## src/rtl/hex_ascii_parser_if.sv

```systemverilog
// Character-in / word-out handshake bundle for the hex ASCII parser.
// The environment drives characters and word_ready; the parser answers through the slave modport.
interface hex_ascii_parser_if #(
  parameter int NIBBLES = 4
);
  logic                   char_valid;
  logic [7:0]             char_data;
  logic                   char_ready;
  logic                   word_valid;
  logic [4*NIBBLES-1:0]   word_data;
  logic [3:0]             word_count;
  logic                   word_ready;
  logic                   error;

  modport master (
    output char_valid, char_data, word_ready,
    input  char_ready, word_valid, word_data, word_count, error
  );

  modport slave (
    input  char_valid, char_data, word_ready,
    output char_ready, word_valid, word_data, word_count, error
  );
endinterface

```

## src/rtl/hex_ascii_parser.sv

```systemverilog
// Assembles a stream of ASCII hex digits into a binary word (last digit in [3:0]).
// Optional macro LOWERCASE_HEX_EN makes 'a'-'f' decode like 'A'-'F'.
module hex_ascii_parser #(
  parameter int NIBBLES = 4
) (
  input logic              clk,
  input logic              reset,
  hex_ascii_parser_if.slave bus
);
  localparam int W = 4 * NIBBLES;

  typedef enum logic [1:0] {IDLE, ACCUM, EMIT} state_t;

  state_t         state, state_nxt;
  logic [W-1:0]   acc, acc_nxt, acc_shift;
  logic [3:0]     cnt, cnt_nxt, cnt_inc;
  logic           err_q, err_nxt;
  logic           is_digit, is_delim, xfer;
  logic [3:0]     nib;

  always_comb begin
    is_digit = 1'b0;
    nib      = 4'h0;
    if (bus.char_data >= 8'h30 && bus.char_data <= 8'h39) begin
      is_digit = 1'b1;
      nib      = bus.char_data[3:0];
    end else if (bus.char_data >= 8'h41 && bus.char_data <= 8'h46) begin
      is_digit = 1'b1;
      nib      = bus.char_data[3:0] + 4'd9;
`ifdef LOWERCASE_HEX_EN
    end else if (bus.char_data >= 8'h61 && bus.char_data <= 8'h66) begin
      is_digit = 1'b1;
      nib      = bus.char_data[3:0] + 4'd9;
`endif
    end
  end

  assign is_delim = (bus.char_data == 8'h20) || (bus.char_data == 8'h0D) ||
                    (bus.char_data == 8'h0A) || (bus.char_data == 8'h2C);

  // A single-nibble word has nothing to shift up, so the slice only exists for wider words.
  generate
    if (NIBBLES > 1) begin : g_shift
      assign acc_shift = {acc[W-5:0], nib};
    end else begin : g_noshift
      assign acc_shift = nib;
    end
  endgenerate

  assign cnt_inc        = cnt + 4'd1;
  assign bus.char_ready = !reset && (state != EMIT);
  assign xfer           = bus.char_valid && bus.char_ready;

  always_comb begin
    state_nxt = state;
    acc_nxt   = acc;
    cnt_nxt   = cnt;
    err_nxt   = 1'b0;
    case (state)
      IDLE: begin
        if (xfer) begin
          if (is_digit) begin
            acc_nxt   = W'(nib);
            cnt_nxt   = 4'd1;
            state_nxt = (NIBBLES == 1) ? EMIT : ACCUM;
          end else if (!is_delim) begin
            err_nxt = 1'b1;
          end
        end
      end
      ACCUM: begin
        if (xfer) begin
          if (is_digit) begin
            acc_nxt = acc_shift;
            cnt_nxt = cnt_inc;
            if (cnt_inc == 4'(NIBBLES)) state_nxt = EMIT;
          end else if (is_delim) begin
            state_nxt = EMIT;
          end else begin
            // Bad character drops the partial word entirely.
            err_nxt   = 1'b1;
            acc_nxt   = '0;
            cnt_nxt   = 4'd0;
            state_nxt = IDLE;
          end
        end
      end
      EMIT: begin
        if (bus.word_ready) begin
          acc_nxt   = '0;
          cnt_nxt   = 4'd0;
          state_nxt = IDLE;
        end
      end
      default: begin
        acc_nxt   = '0;
        cnt_nxt   = 4'd0;
        state_nxt = IDLE;
      end
    endcase
  end

  always_ff @(posedge clk or posedge reset) begin
    if (reset) begin
      state <= IDLE;
      acc   <= '0;
      cnt   <= 4'd0;
      err_q <= 1'b0;
    end else begin
      state <= state_nxt;
      acc   <= acc_nxt;
      cnt   <= cnt_nxt;
      err_q <= err_nxt;
    end
  end

  // All word outputs come straight from registers, so they hold steady through back-pressure.
  assign bus.word_valid = (state == EMIT);
  assign bus.word_data  = acc;
  assign bus.word_count = cnt;
  assign bus.error      = err_q;
endmodule

```

## src/flat_wrapper.sv

```systemverilog
// flat-port wrapper written by rule: the top's interface ports become plain ports
module hex_ascii_parser_flat 
#(
  parameter int NIBBLES = 4
)
  (clk, reset, bus_char_valid, bus_char_data, bus_word_ready, bus_char_ready, bus_word_valid, bus_word_data, bus_word_count, bus_error);
  hex_ascii_parser_if #(.NIBBLES(NIBBLES)) bus_i ();
  input logic clk;
  input logic reset;
  input wire logic [$bits(bus_i.char_valid)-1:0] bus_char_valid;
  input wire logic [$bits(bus_i.char_data)-1:0] bus_char_data;
  input wire logic [$bits(bus_i.word_ready)-1:0] bus_word_ready;
  output wire logic [$bits(bus_i.char_ready)-1:0] bus_char_ready;
  output wire logic [$bits(bus_i.word_valid)-1:0] bus_word_valid;
  output wire logic [$bits(bus_i.word_data)-1:0] bus_word_data;
  output wire logic [$bits(bus_i.word_count)-1:0] bus_word_count;
  output wire logic [$bits(bus_i.error)-1:0] bus_error;
  assign bus_i.char_valid = bus_char_valid;
  assign bus_i.char_data = bus_char_data;
  assign bus_i.word_ready = bus_word_ready;
  assign bus_char_ready = bus_i.char_ready;
  assign bus_word_valid = bus_i.word_valid;
  assign bus_word_data = bus_i.word_data;
  assign bus_word_count = bus_i.word_count;
  assign bus_error = bus_i.error;
  hex_ascii_parser #(.NIBBLES(NIBBLES)) u_core (.clk(clk), .reset(reset), .bus(bus_i));
endmodule
```

## config.mk

```make
export PLATFORM = sky130hd
export DESIGN_NAME = hex_ascii_parser_flat
export DESIGN_NICKNAME = d
export VERILOG_FILES = /design/src/rtl/hex_ascii_parser_if.sv /design/src/rtl/hex_ascii_parser.sv /design/src/flat_wrapper.sv
export SDC_FILE = /design/constraint.sdc
export NUM_CORES = 1
export LEC_CHECK = 0
export CORE_UTILIZATION = 45
export DETAILED_ROUTE_END_ITERATION = 16
export GPL_TIMING_DRIVEN = 1
export PLACE_DENSITY = 0.76
export SYNTH_ARGS = -nofsm -noshare
export SYNTH_HDL_FRONTEND = slang
export SYNTH_SLANG_ARGS = --single-unit
```

## constraint.sdc

```tcl
create_clock -name clk -period 1.5 [get_ports clk]
set_input_delay 0.3 -clock clk [delete_from_list [all_inputs] [get_ports clk]]
set_output_delay 0.3 -clock clk [all_outputs]
set_load 0.01 [all_outputs]
```

-- Yosys cells after proc, flatten, opt, wreduce, memory -nomap -nowiden
Cells that the tools add are included.
Widths: inputs -> output; s select.
- flip-flop bits (word level): 23
- input port bits: 12
- output and inout bits: 23
- word-level logic and storage cells: 66
- $add $sub $neg: 2
- $lt $le $gt $ge: 4
- equality and inequality tests: 14
- muxes and demuxes: 30
- reductions and logical operators: 12
- operators with widths (operator ; count):
    $mux 16 ; 6
    $pmux 16 s3 ; 1
    $mux 4 ; 8
    $eq 8x4->1 const B ; 2
    $eq 8x6->1 const B ; 2
    $mux 2 ; 7
    $pmux 4 s3 ; 1
    $reduce_and 5->1 ; 2
    $ge 8x6->1 const B ; 1
    $ge 8x7->1 const B ; 1
    $le 8x6->1 const B ; 1
    $le 8x7->1 const B ; 1
    $mux 1 ; 6
    $ne 2x1->1 const B ; 3
    $pmux 2 s3 ; 1
    $add 4x1->4 const B ; 1
    $add 4x4->4 const B ; 1
    $eq 4x3->1 const B ; 1
    $logic_and 1x1->1 ; 4
    $ne 2x2->1 const B ; 2
    $logic_or 1x1->1 ; 3
    $ne 3x2->1 const B ; 1
    $ne 3x3->1 const B ; 1
    $eq 2x1->1 const B ; 1
    4 further kinds ; 4

-- Logic depth before layout (Yosys ltp)
- depth after elaboration: 8
- mapped depth: 10
- depth with buffers taken out: 7

-- Least setup slack after synthesis
OpenSTA, ideal clock, no wires.
- kind: input to register
- start point: input bus_char_data[1]
- end point: register u_core.acc[2], in the netlist u_core.bus.word_data[2]
- library setup time: 125 ps
- arrival: 2163 ps
- data required time: 1375 ps
- path slack: -788 ps
- cell stages on the path: 9
- buffers on the path: 2
- path through: inv_1 > ha_1 > or3b_1 > and4_4 > buf_6 > nand2b_4 > buf_6 > o311ai_4 > mux2_4
- longest elaborated chain between the ends: 7
- elaborated cells between the ends (all ways): 26
- ends and longest elaborated chain (what ; line ; source):
    start: declaration ; flat_wrapper.sv:11 ; input wire logic [$bits(bus_i.char_data)-1:0] bus_char_data;
    $ge 8x7->1 or $le 8x7->1 (tied branches) ; hex_ascii_parser.sv:27 ; end else if (bus.char_data >= 8'h41 && bus.char_data <= 8'h46) begin
    $logic_and 1x1->1 ; hex_ascii_parser.sv:27 ;
    $mux 4 or $mux 1 (tied branches) ; hex_ascii_parser.sv:27 ;
    $mux 4 or $mux 1 (tied branches) ; hex_ascii_parser.sv:24 ; if (bus.char_data >= 8'h30 && bus.char_data <= 8'h39) begin
    $mux 16, on equally long branches ; hex_ascii_parser.sv:73, hex_ascii_parser.sv:62 ;
    $mux 16, on equally long branches ; hex_ascii_parser.sv:72, hex_ascii_parser.sv:61 ;
    $pmux 16 s3 ; hex_ascii_parser.sv:59 ; case (state)
    end signal: assignment ; hex_ascii_parser.sv:111 ; acc <= acc_nxt;
    end: declaration ; hex_ascii_parser.sv:15 ; logic [W-1:0] acc, acc_nxt, acc_shift;
Parallel ways exist; a longest one is shown, timed or not. The select of a mux whose other input is x is not followed.
A chain may end at the register's enable or synchronous reset.

-- Worst setup path after layout
Same ends and word-level chain as after synthesis.

==> impl_metrics.json <==
{
  "status": "finished with violations",
  "violations": "setup timing",
  "syn_area_um2": 1480,
  "worstSetupStartpointType": "input pin",
  "reg2reg_from": "u_core.state[0]",
  "ys_async_sr_fraction_pct": 100,
  "dpl-instance-area_um2": 2110,
  "cp_max_fo": 4,
  "yosysMostFrequentCell": "dfrtp_1",
  "cp_slowest_stage_delay_ns": 0.38,
  "cts_tree": "done",
  "ant_nets": 0,
  "drive_above_1_share_pct": 45.2,
  "max-vdd-ir-drop_v": 0.000479,
  "cts_buffer_depth": 2,
  "drt_iter0_markers": 63,
  "die_w_um": 59.3,
  "cp_slowest_cell": "or3b_4",
  "fin_total_pwr_uw": 2170,
  "yosys.area.top_type": "dfrtp_1",
  "clock_sink_count": 23,
  "worstMarginPinSlew_ns": 0.387,
  "port_buffers": 34,
  "overflow": 0,
  "synth_commonest_cells": "dfrtp_1 (23), nand2_1 (18), inv_1 (17)",
  "final_cells": 283,
  "hold_violations": 0,
  "grt.busiest_layer": "met2",
  "p_per_area_nw_per_um2": 847,
  "syn_nets": 170,
  "cp.required_ns": 1.75,
  "dr.pass1.iters": 4,
  "drc": 0,
  "hold_buffers": 0,
  "wirelength_um": 5600,
  "timing.reg2reg.setup_slack_ns": -0.27,
  "cap_violations": 0,
  "min_path_type": "input pin to async pin",
  "synth.avg_cell_area_um2": 9.73,
  "antenna_found_initial": 0,
  "ys.flop_type": "dfrtp_1",
  "yosysWarnings": 0,
  "slew_viol_final": 0,
  "met3_usage_pct": 3.49,
  "clock_latency_ns": 0.34,
  "gp_congestion": 0.844,
  "cts-root-buf": "clkbuf_4",
  "synthCells": 152,
  "path_class": "input pin to flip-flop",
  "cts_buffers": 3,
  "start_util_pct": 48.0,
  "fin_crit_sh_pct": 125,
  "grt_max_degree": 24,
  "vias": 1613,
  "fin_ws_ns": -0.377,
  "final_area_um2": 2560,
  "synth_edf_count": 0,
  "fin_util_pct": 83.3,
  "cp-startpoint": "bus_char_data[1]",
  "fmax_mhz": 533,
  "ys_ff_latch": 23,
  "grt_usage_pct": 29.1,
  "h-tree-depth": 1,
  "netlist-cell-type-count": 43,
  "cp.arrival_ns": 2.12,
  "rsz0062_at_grt": "true",
  "hpwl_um": 2810,
  "grt_pass1_wl_um": 7560,
  "core_area_um2": 3080,
  "grt_pass1_vias": 1674,
  "num_antenna_cells": 0,
  "grt_use_met2_pct": 53.6,
  "layout_min_cycle_time_ns": 1.88,
  "final_nets": 258,
  "cpLargestDelayFamily": "simple AND/OR/NAND/NOR gates",
  "dieArea_um2": 3520,
  "seq_area_frac_synth_pct": 38.9,
  "worstSetupEndpointType": "flip-flop",
  "finalSetupViolCount": 24,
  "p_leak_uw": 0.00128,
  "placementRows": 20,
  "clkTransAtPathRegs_ns": 0.15,
  "via_per_inst": 5.70,
  "ios": 35,
  "synth_top_area_share_pct": 38.9,
  "chipHeight_um": 59.3,
  "path_cells": "buf_12 > inv_12 > ha_4 > or3b_4 > and4_4 > nand2b_4 > o311ai_4 > buf_4 > mux2_4",
  "slew_headroom_pct": 74.0,
  "fill_cells": 182,
  "synthToLayoutAreaGrowth_pct": 73.4,
  "synth_area_leaders": "dfrtp_1 (39%), mux2i_1 (8.8%), ha_1 (5.1%), nand2_1 (4.6%), inv_1 (4.3%)",
  "skew_ns": 0.00535,
  "met1_usage_pct": 32.0,
  "cp_num_buf_inv": 3,
  "wl_per_cell_um": 19.8,
  "dp.cells": 255,
  "tns_ns": -5.65
}
==> kinds of logic (layout without fill, tap and decap cells) <==
kind of cell / after synthesis / after routing / share of synthesized area [%]
and+or+nand+nor: 51 / 51 / 19.9
AOI/OAI and AO/OA: 29 / 29 / 15.0
buffers and inverters: 25 / 112 / 8.63
DFF: 23 / 23 / 38.9
muxes: 16 / 16 / 11.3
adders and majority gates: 6 / 6 / 5.08
xor gates and xnor gates: 2 / 2 / 1.18
==> final cells by class <==
cell class / count / area, um^2 / share of cell area (%)
multi-input cells: 104 / 1040 / 40.5
repair buffers: 91 / 782 / 30.5
flip-flops and latches: 23 / 576 / 22.4
inverters: 17 / 83.8 / 3.27
well taps: 44 / 55.1 / 2.15
clock buffers: 3 / 22.5 / 0.878
clock inverters: 1 / 7.51 / 0.293
==> flip-flops by register name, indices dropped and copies added, names as in the netlist <==
signal,flops
u_core.bus.word_data,16
u_core.state,2
u_core.bus.error,1
u_core.bus.word_count,4
==> metal layers <==
| metal | part of all wire, % | vias up | wire [um] |
|---|---|---|---|
| li1 | - | 709 | - |
| met1 | 37 | 781 | 2090 |
| met2 | 52 | 93 | 2910 |
| met3 | 5.4 | 30 | 300 |
| met4 | 5.3 | 0 | 299 |
| met5 | 0 | - | 0 |
==> what timing repair did <==
action / 4_1_cts / 5_1_grt
endpoints found under the setup margin: 46 / 27
hold endpoints to repair: 0 / 0
buffers inserted: 23 / 7
resized for setup: 74 / 46
cloned: 1 / 0
pin swaps: 12 / 21
==> cell usage in the layout, fill, tap and decap left out, types with 3 or more instances in the layout <==
cell type,Yosys,final
a41oi_2,0,3
buf_4,0,47
buf_6,3,11
clkbuf_4,0,3
clkdlybuf4s50_1,0,3
dfrtp_1,23,23
dlygate4sd2_1,0,24
ha_4,0,4
inv_1,17,15
mux2_4,1,3
mux2i_1,13,12
nand2_1,18,17
nand3_1,4,4
nor2_1,4,3
o21ai_1,3,3
==> tightest hold or removal path: cells and delay by family <==
kind	cells	cell delay, ns
buf+inv	4	0.89
==> worst paths after layout <==
path / depth (start not counted) / endpoint
setup / recovery: 9 / u_core.bus.word_data[2]
hold / removal: 4 / u_core.bus.word_count[3]
setup reg to reg: 7 / u_core.bus.word_count[1]
hold reg to reg: 2 / u_core.bus.word_data[13]
max in group asynchronous: 4 / u_core.bus.word_data[1]
min in group clk: 2 / u_core.bus.word_data[13]
==> through the flow <==
step / setup slack [ns] / hold WS (ns)
global placement: -1.13 / 0.494
CTS: -0.433 / 0.450
global route: -0.396 / 0.454
detailed placement: -1.20 / 0.516
floorplan: -0.762 / 0.302
finish: -0.377 / 0.435
==> power by group <==
part / leakage, uW / switching (uW) / internal [uW] / total (uW)
Clock: 0.0000139 / 228 / 103 / 330
Sequential: 0.000288 / 86.6 / 753 / 840
Combinational: 0.000977 / 475 / 526 / 1000
Note: power is estimated with default switching activity, not from simulation.
